--- src/rtl/pwl_seq_pkg.sv ---
// Shared types and default constants for the PWL generator load/run sequencer.
package pwl_seq_pkg;

  localparam int DEF_CNT_WIDTH      = 32;
  localparam int DEF_SETTLE_CYCLES  = 4;
  localparam int DEF_TIMEOUT_CYCLES = 1024;

  typedef enum logic [2:0] {
    ST_IDLE   = 3'd0,
    ST_HALT   = 3'd1,
    ST_LOAD   = 3'd2,
    ST_SETTLE = 3'd3,
    ST_LOADED = 3'd4,
    ST_RUN    = 3'd5
  } state_t;

endpackage

--- src/rtl/pwl_seq_watchdog.sv ---
// LOAD-phase watchdog: down-counter reloaded on restart or while disabled,
// expired when it has sat at zero for a full enabled cycle without a restart.
module pwl_seq_watchdog
  import pwl_seq_pkg::*;
#(
  parameter int TIMEOUT_CYCLES = DEF_TIMEOUT_CYCLES
) (
  input  logic clk,
  input  logic rst_n,
  input  logic restart,
  input  logic enable,
  output logic expired
);

  localparam int TW = (TIMEOUT_CYCLES > 1) ? $clog2(TIMEOUT_CYCLES) : 1;
  localparam logic [TW-1:0] RELOAD = TW'(TIMEOUT_CYCLES - 1);

  logic [TW-1:0] cnt_q;

  always_ff @(posedge clk or negedge rst_n) begin
    if (!rst_n) begin
      cnt_q <= RELOAD;
    end else if (!enable || restart) begin
      cnt_q <= RELOAD;
    end else if (cnt_q != '0) begin
      cnt_q <= cnt_q - TW'(1);
    end
  end

  assign expired = enable && !restart && (cnt_q == '0);

endmodule

--- src/rtl/pwl_sequencer.sv ---
// Load/run sequencer for the PWL waveform generator and its DAC.
// Define PWL_SEQ_TIMEOUT_EN to compile in the LOAD-phase DMA watchdog.
//
// state  | meaning
// IDLE   | nothing loaded, waiting for cmd_load
// HALT   | one-cycle generator halt before a new load
// LOAD   | DMA streaming the wave into the generator
// SETTLE | post-dma_done settle time
// LOADED | wave valid, waiting for cmd_run
// RUN    | generator playing, counting delivered batches
module pwl_sequencer
  import pwl_seq_pkg::*;
#(
  parameter int CNT_WIDTH      = DEF_CNT_WIDTH,
  parameter int SETTLE_CYCLES  = DEF_SETTLE_CYCLES,
  parameter int TIMEOUT_CYCLES = DEF_TIMEOUT_CYCLES
) (
  input  logic                 clk,
  input  logic                 rst_n,
  input  logic                 cmd_load,
  input  logic                 cmd_run,
  input  logic                 cmd_stop,
  input  logic [CNT_WIDTH-1:0] run_batches,
  input  logic                 dma_valid,
  input  logic                 dma_ready,
  input  logic                 dma_done,
  input  logic                 gen_valid_batch,
  input  logic                 dac0_rdy,
  output logic                 gen_halt,
  output logic                 gen_run,
  output logic [2:0]           state,
  output logic [CNT_WIDTH-1:0] batches_sent,
  output logic                 loaded,
  output logic                 busy,
  output logic                 run_done,
  output logic                 err_timeout,
  output logic                 err_cmd
);

  localparam int SW = (SETTLE_CYCLES > 1) ? $clog2(SETTLE_CYCLES) : 1;
  localparam logic [SW-1:0] SETTLE_RELOAD = SW'(SETTLE_CYCLES - 1);

  state_t                 state_q, state_nxt;
  logic                   halt_q, halt_nxt;
  logic                   run_q, run_nxt;
  logic                   loaded_q, loaded_nxt;
  logic                   run_done_q, run_done_nxt;
  logic                   err_cmd_q, err_cmd_nxt;
  logic                   err_to_q, err_to_nxt;
  logic [CNT_WIDTH-1:0]   sent_q, sent_nxt;
  logic [CNT_WIDTH-1:0]   run_n_q, run_n_nxt;
  logic [SW-1:0]          settle_q, settle_nxt;

  logic win_stop, win_load, win_run;
  logic run_hit, count_en;
  logic wd_expired;

  // Only the highest-priority command of a coincident set is acted on.
  assign win_stop = cmd_stop;
  assign win_load = cmd_load & ~cmd_stop;
  assign win_run  = cmd_run & ~cmd_stop & ~cmd_load;

  // Hitting the target is seen one cycle after the final increment, which
  // holds gen_run for one extra cycle and freezes the count meanwhile.
  assign run_hit  = (run_n_q != '0) && (sent_q == run_n_q);
  assign count_en = gen_valid_batch & dac0_rdy & ~run_hit & ~(&sent_q);

`ifdef PWL_SEQ_TIMEOUT_EN
  pwl_seq_watchdog #(
    .TIMEOUT_CYCLES(TIMEOUT_CYCLES)
  ) u_watchdog (
    .clk    (clk),
    .rst_n  (rst_n),
    .restart((dma_valid & dma_ready) | dma_done),
    .enable (state_q == ST_LOAD),
    .expired(wd_expired)
  );
`else
  logic unused_wd;
  assign unused_wd  = dma_valid ^ dma_ready ^ (TIMEOUT_CYCLES == 0);
  assign wd_expired = 1'b0;
`endif

  always_ff @(posedge clk or negedge rst_n) begin
    if (!rst_n) begin
      state_q    <= ST_IDLE;
      halt_q     <= 1'b0;
      run_q      <= 1'b0;
      loaded_q   <= 1'b0;
      run_done_q <= 1'b0;
      err_cmd_q  <= 1'b0;
      err_to_q   <= 1'b0;
      sent_q     <= '0;
      run_n_q    <= '0;
      settle_q   <= SETTLE_RELOAD;
    end else begin
      state_q    <= state_nxt;
      halt_q     <= halt_nxt;
      run_q      <= run_nxt;
      loaded_q   <= loaded_nxt;
      run_done_q <= run_done_nxt;
      err_cmd_q  <= err_cmd_nxt;
      err_to_q   <= err_to_nxt;
      sent_q     <= sent_nxt;
      run_n_q    <= run_n_nxt;
      settle_q   <= settle_nxt;
    end
  end

  always_comb begin
    state_nxt    = state_q;
    halt_nxt     = 1'b0;
    run_done_nxt = 1'b0;
    err_cmd_nxt  = 1'b0;
    loaded_nxt   = loaded_q;
    err_to_nxt   = err_to_q;
    sent_nxt     = sent_q;
    run_n_nxt    = run_n_q;
    settle_nxt   = settle_q;

    case (state_q)
      ST_IDLE, ST_LOADED: begin
        if (win_load) begin
          state_nxt  = ST_HALT;
          halt_nxt   = 1'b1;
          loaded_nxt = 1'b0;
          err_to_nxt = 1'b0;
        end else if (win_run) begin
          if (state_q == ST_LOADED) begin
            state_nxt = ST_RUN;
            run_n_nxt = run_batches;
            sent_nxt  = '0;
          end else begin
            err_cmd_nxt = 1'b1;
          end
        end
      end

      ST_HALT: begin
        if (win_stop) begin
          state_nxt = ST_IDLE;
          halt_nxt  = 1'b1;
        end else begin
          err_cmd_nxt = win_load | win_run;
          state_nxt   = ST_LOAD;
        end
      end

      ST_LOAD: begin
        if (win_stop) begin
          state_nxt  = ST_IDLE;
          halt_nxt   = 1'b1;
          loaded_nxt = 1'b0;
        end else begin
          err_cmd_nxt = win_load | win_run;
          if (dma_done) begin
            state_nxt  = ST_SETTLE;
            settle_nxt = SETTLE_RELOAD;
          end else if (wd_expired) begin
            state_nxt  = ST_IDLE;
            halt_nxt   = 1'b1;
            err_to_nxt = 1'b1;
          end
        end
      end

      ST_SETTLE: begin
        if (win_stop) begin
          state_nxt  = ST_IDLE;
          halt_nxt   = 1'b1;
          loaded_nxt = 1'b0;
        end else begin
          err_cmd_nxt = win_load | win_run;
          if (settle_q == '0) begin
            state_nxt  = ST_LOADED;
            loaded_nxt = 1'b1;
          end else begin
            settle_nxt = settle_q - SW'(1);
          end
        end
      end

      ST_RUN: begin
        if (count_en) begin
          sent_nxt = sent_q + CNT_WIDTH'(1);
        end
        if (win_stop) begin
          state_nxt = ST_LOADED;
        end else begin
          err_cmd_nxt = win_load | win_run;
          if (run_hit) begin
            state_nxt    = ST_LOADED;
            run_done_nxt = 1'b1;
          end
        end
      end

      default: begin
        state_nxt = ST_IDLE;
      end
    endcase

    run_nxt = (state_nxt == ST_RUN);
  end

  assign gen_halt     = halt_q;
  assign gen_run      = run_q;
  assign state        = state_q;
  assign batches_sent = sent_q;
  assign loaded       = loaded_q;
  assign run_done     = run_done_q;
  assign err_cmd      = err_cmd_q;
  assign err_timeout  = err_to_q;
  assign busy         = (state_q == ST_HALT) || (state_q == ST_LOAD) ||
                        (state_q == ST_SETTLE) || (state_q == ST_RUN);

endmodule

--- config.mk ---
export PLATFORM = sky130hd
export DESIGN_NAME = pwl_sequencer
export DESIGN_NICKNAME = d
export VERILOG_FILES = /design/src/rtl/pwl_seq_pkg.sv /design/src/rtl/pwl_seq_watchdog.sv /design/src/rtl/pwl_sequencer.sv
export SDC_FILE = /design/constraint.sdc
export NUM_CORES = 1
export LEC_CHECK = 0
export CAP_MARGIN = 20
export CORE_ASPECT_RATIO = 0.5
export CORE_UTILIZATION = 28
export CTS_BUF_LIST = sky130_fd_sc_hd__clkbuf_8
export DETAILED_ROUTE_END_ITERATION = 10
export DONT_BUFFER_PORTS = 1
export PLACE_DENSITY_LB_ADDON = 0.2
export SLEW_MARGIN = 40
export SYNTH_ARGS = -nofsm -noshare
export SYNTH_HDL_FRONTEND = slang
export SYNTH_SLANG_ARGS = --single-unit
--- constraint.sdc ---
create_clock -name clk -period 2.15 [get_ports clk]
set_input_delay 0.43 -clock clk [delete_from_list [all_inputs] [get_ports clk]]
set_output_delay 0.43 -clock clk [all_outputs]
set_load 0.05 [all_outputs]
==> results.py <==
metrics = {
    "outcome": {
        "status": "complete, but fails checks",
        "violations": "negative setup slack",
    },
    "flow_run": {
        "cap_violations": 0,
    },
    "synth": {
        "syn_area_um2": 4190,
        "yosys_warnings": 0,
        "synth_top_cell_by_area": "dfrtp_1",
        "ys.flop_type": "dfrtp_1",
        "synth_top_cell_area_share_pct": 43.0,
        "synth_edf_count": 0,
        "synthTopCellsByArea": "dfrtp_1 (43%), mux2_2 (8.6%), xor2_1 (6.9%)",
        "ys_seq_area_share_pct": 44.3,
        "synth-seq-cells": 74,
        "async_flop_share_pct": 100,
        "avgSynthCellArea_um2": 10.6,
        "synth_cell_types": 58,
        "syn_inst": 394,
        "synth_nets": 438,
    },
    "floorplanning": {
        "core-area_um2": 14500,
        "die_h_um": 88.5,
        "initial_utilization_pct": 28.8,
        "rows": 31,
        "die-area_um2": 15500,
        "io_pins": 84,
        "fp.dieW_um": 175,
    },
    "finish": {
        "stdcell_area_um2": 5600,
        "nNetsFinal": 535,
        "stdcell_count": 694,
        "drive_gt1_share_pct": 45.8,
        "area_growth_pct": 33.8,
        "antenna_cells": 0,
    },
    "route": {
        "wirelength_um": 13200,
        "detail-route-antenna-nets": 0,
        "vias_per_cell": 4.91,
        "drt_first_pass_iters": 6,
        "vias": 3409,
        "drtIter0Drc": 190,
        "drc_errors": 0,
        "routedWlPerCell_um": 19.0,
    },
    "timing": {
        "slew_violations": 0,
        "fin_crit_sh_pct": 101,
        "fmax_mhz": 458,
        "grt_setup_unrepaired": "true",
        "holdWs_ns": 0.130,
        "tns_ns": -0.0798,
        "finalHoldViolCount": 0,
        "setup_violations": 5,
        "clock_skew_ns": 0.0217,
        "period_minus_slack_ns": 2.18,
        "layout_setup_ws_ns": -0.0311,
    },
    "global_routing": {
        "grt_max_degree": 75,
        "grt_pass1_vias": 3268,
        "grt_pass1_wl_um": 20000,
        "overflow": 0,
        "antenna_found_initial": 0,
        "grt_usage_pct": 17.8,
    },
    "setup_path": {
        "cp.arrival_ns": 2.44,
        "rr_startpoint": "run_n_q[4]",
        "cp_slowest_stage_delay_ns": 0.44,
        "crit_type": "reg2reg",
        "reg2reg_depth": 8,
        "cp_max_fo": 11,
        "ff2ff_setup_slack_ns": -0.03,
        "startpoint_type": "flip-flop",
        "end_kind": "flip-flop",
        "reg2reg_to": "batches_sent[2]",
        "critPathRequiredTime_ns": 2.41,
        "crit_chain": "xor2_1 > nor4_1 > nand4_1 > nor3_2 > buf_12 > nor2_2 > buf_12 > a221o_1",
        "cp_slowest_cell": "dfrtp_1",
        "crit_top_cell": "buf_12",
    },
    "pwr": {
        "pwr_density_cell_nw_per_um2": 873,
        "p_sw_share_pct": 36.7,
        "leakagePower_nw": 2.65,
        "power_frac_clock_pct": 23.4,
        "p_int_w": 0.00310,
        "ir_drop_mv": 0.510,
        "combPwrFrac_pct": 32.8,
        "p_switching_w": 0.00179,
        "total_power_w": 0.00489,
        "p_seq_share_pct": 43.8,
    },
    "hold_path": {
        "hold_path_depth": 1,
        "hold_path.class": "in2reg",
        "hold_end": "run_done",
        "worstHoldStart": "cmd_stop",
    },
    "clock_network": {
        "clk_pin_slew_worst_paths_ns": 0.08,
        "cts-root-buf": "clkbuf_8",
        "cts_tree": "yes",
        "clk_latency_ns": 0.38,
        "clock-sinks": 74,
        "htreeDepth": 3,
        "numCtsBuffers": 9,
        "cts_buffer_depth": 2,
    },
    "placed_design": {
        "place.port_buffers": 0,
        "placed_area_um2": 5160,
        "place_inst": 670,
        "gp_congestion": 0.813,
        "dp_hpwl_um": 9830,
    },
}
-- cell usage after synthesis (2+ instances only) --
| cell | n |
|---|---|
| xor2_1 | 33 |
| ha_1 | 2 |
| dfstp_2 | 2 |
| nor2b_1 | 4 |
| a21oi_1 | 6 |
| o21ba_1 | 3 |
| nor2_1 | 15 |
| buf_6 | 5 |
| a21o_1 | 8 |
| nor3_1 | 13 |
| mux2_2 | 32 |
| and4_1 | 2 |
| nand4_1 | 9 |
| and3_1 | 4 |
| inv_1 | 10 |
| nor4_2 | 3 |
| clkbuf_1 | 6 |
| nand2_1 | 38 |
| buf_2 | 5 |
| mux2i_1 | 12 |
| or2_2 | 6 |
| a31oi_1 | 3 |
| nor3_2 | 4 |
| xnor2_1 | 4 |
| o31ai_1 | 2 |
| or3_1 | 4 |
| a211oi_1 | 7 |
| nand3_1 | 13 |
| nor4b_1 | 3 |
| buf_4 | 3 |
| a211o_1 | 2 |
| nand2b_1 | 7 |
| a221o_1 | 5 |
| o211a_1 | 2 |
| nor4_1 | 16 |
| o21ai_0 | 6 |
| dfrtp_1 | 72 |
| o21a_1 | 2 |
| nand4_2 | 2 |
-- routing by layer --
layer  wire length (um)  GRT usage, %
met1               6820          26.7
met2               5360          24.2
met3                866          5.37
met4                163          4.90
met5                  0             0
-- power groups by stage --
stage / clock [W] / sequential, W / combinational, W
6_report: 0.00114 / 0.00214 / 0.00160
2_1_floorplan: 0 / 0.00217 / 0.000893
3_5_place_dp: 0 / 0.00215 / 0.00149
4_1_cts: 0.00119 / 0.00213 / 0.00156
3_3_place_gp: 0 / 0.00214 / 0.00149
5_1_grt: 0.00125 / 0.00219 / 0.00176
-- worst max-delay path, delay by kind of cell (launching register included) --
family / cells / cell delay, ns
compound gates: 1 / 0.32
xor+xnor: 1 / 0.21
buf+inv: 2 / 0.32
flops: 1 / 0.44
simple gates: 4 / 0.76
-- area by class of cell --
class | count | area, um2
clock buffers | 10 | 138
fillers | 1460 | 8940
flip-flops and latches | 74 | 1890
repair buffers | 104 | 890
well taps | 198 | 248
inverters | 10 | 37.5
clock inverters | 6 | 63.8
multi-input cells | 292 | 2330
-- cells in the final DEF, fill, tap and decap left out, types with 7 or more instances in the layout --
master	Yosys	layout
buf_4	3	93
dfrtp_1	72	40
nand2_1	38	37
xor2_1	33	33
mux2_2	32	32
dfrtp_2	0	32
nor2_1	15	14
nand3_1	13	12
mux2i_1	12	12
inv_1	10	11
nor4_1	16	11
nor3_1	13	11
clkbuf_8	0	10
nand4_1	9	9
a21o_1	8	8
nand2b_1	7	7
-- logic make-up after synthesis --
logic type	count (synthesis)	synth area share [%]
AO/OA/AOI/OAI	56	10.9
XOR/XNOR	37	7.74
adder cells (fa/ha/maj)	2	0.597
buffers and inverters	29	3.91
flip-flops	74	44.3
multiplexers	45	11.7
other	1	0.0895
AND/OR/NAND/NOR	150	20.7
-- sequential cells by signal, indices dropped and copies added (netlist names) --
name          cells
state             3
gen_run           1
gen_halt          1
batches_sent     32
err_cmd           1
settle_q          2
run_done          1
run_n_q          32
loaded            1
-- through the flow --
stage	util (%)	setup WS, ns
2_1_floorplan	-	-0.0295
3_3_place_gp	35.5	-0.132
3_5_place_dp	35.5	-0.116
4_1_cts	37.7	0.00270
5_1_grt	38.5	-0.114
6_report	38.5	-0.0311
-- worst max path at each step --
stage | depth (start not counted) | end | startpoint
after floorplan | 8 | batches_sent[2] | batches_sent[11]
after global placement | 7 | batches_sent[23] | batches_sent[20]
after detailed placement | 8 | batches_sent[11] | batches_sent[16]
after CTS | 7 | batches_sent[12] | run_n_q[27]
after global routing | 9 | batches_sent[2] | run_n_q[11]
final | 8 | batches_sent[2] | run_n_q[4]
-- repair_timing --
item | CTS | global route
endpoints found under the setup margin | 30 | 31
endpoints found under the hold margin | 74 | 0
gates cloned | 1 | 0
gates resized for setup | 11 | 19
hold buffers | 2 | 0
setup buffers | 3 | 2
pin swaps | 5 | 9
No activity file was read; power rests on OpenSTA's default activity.
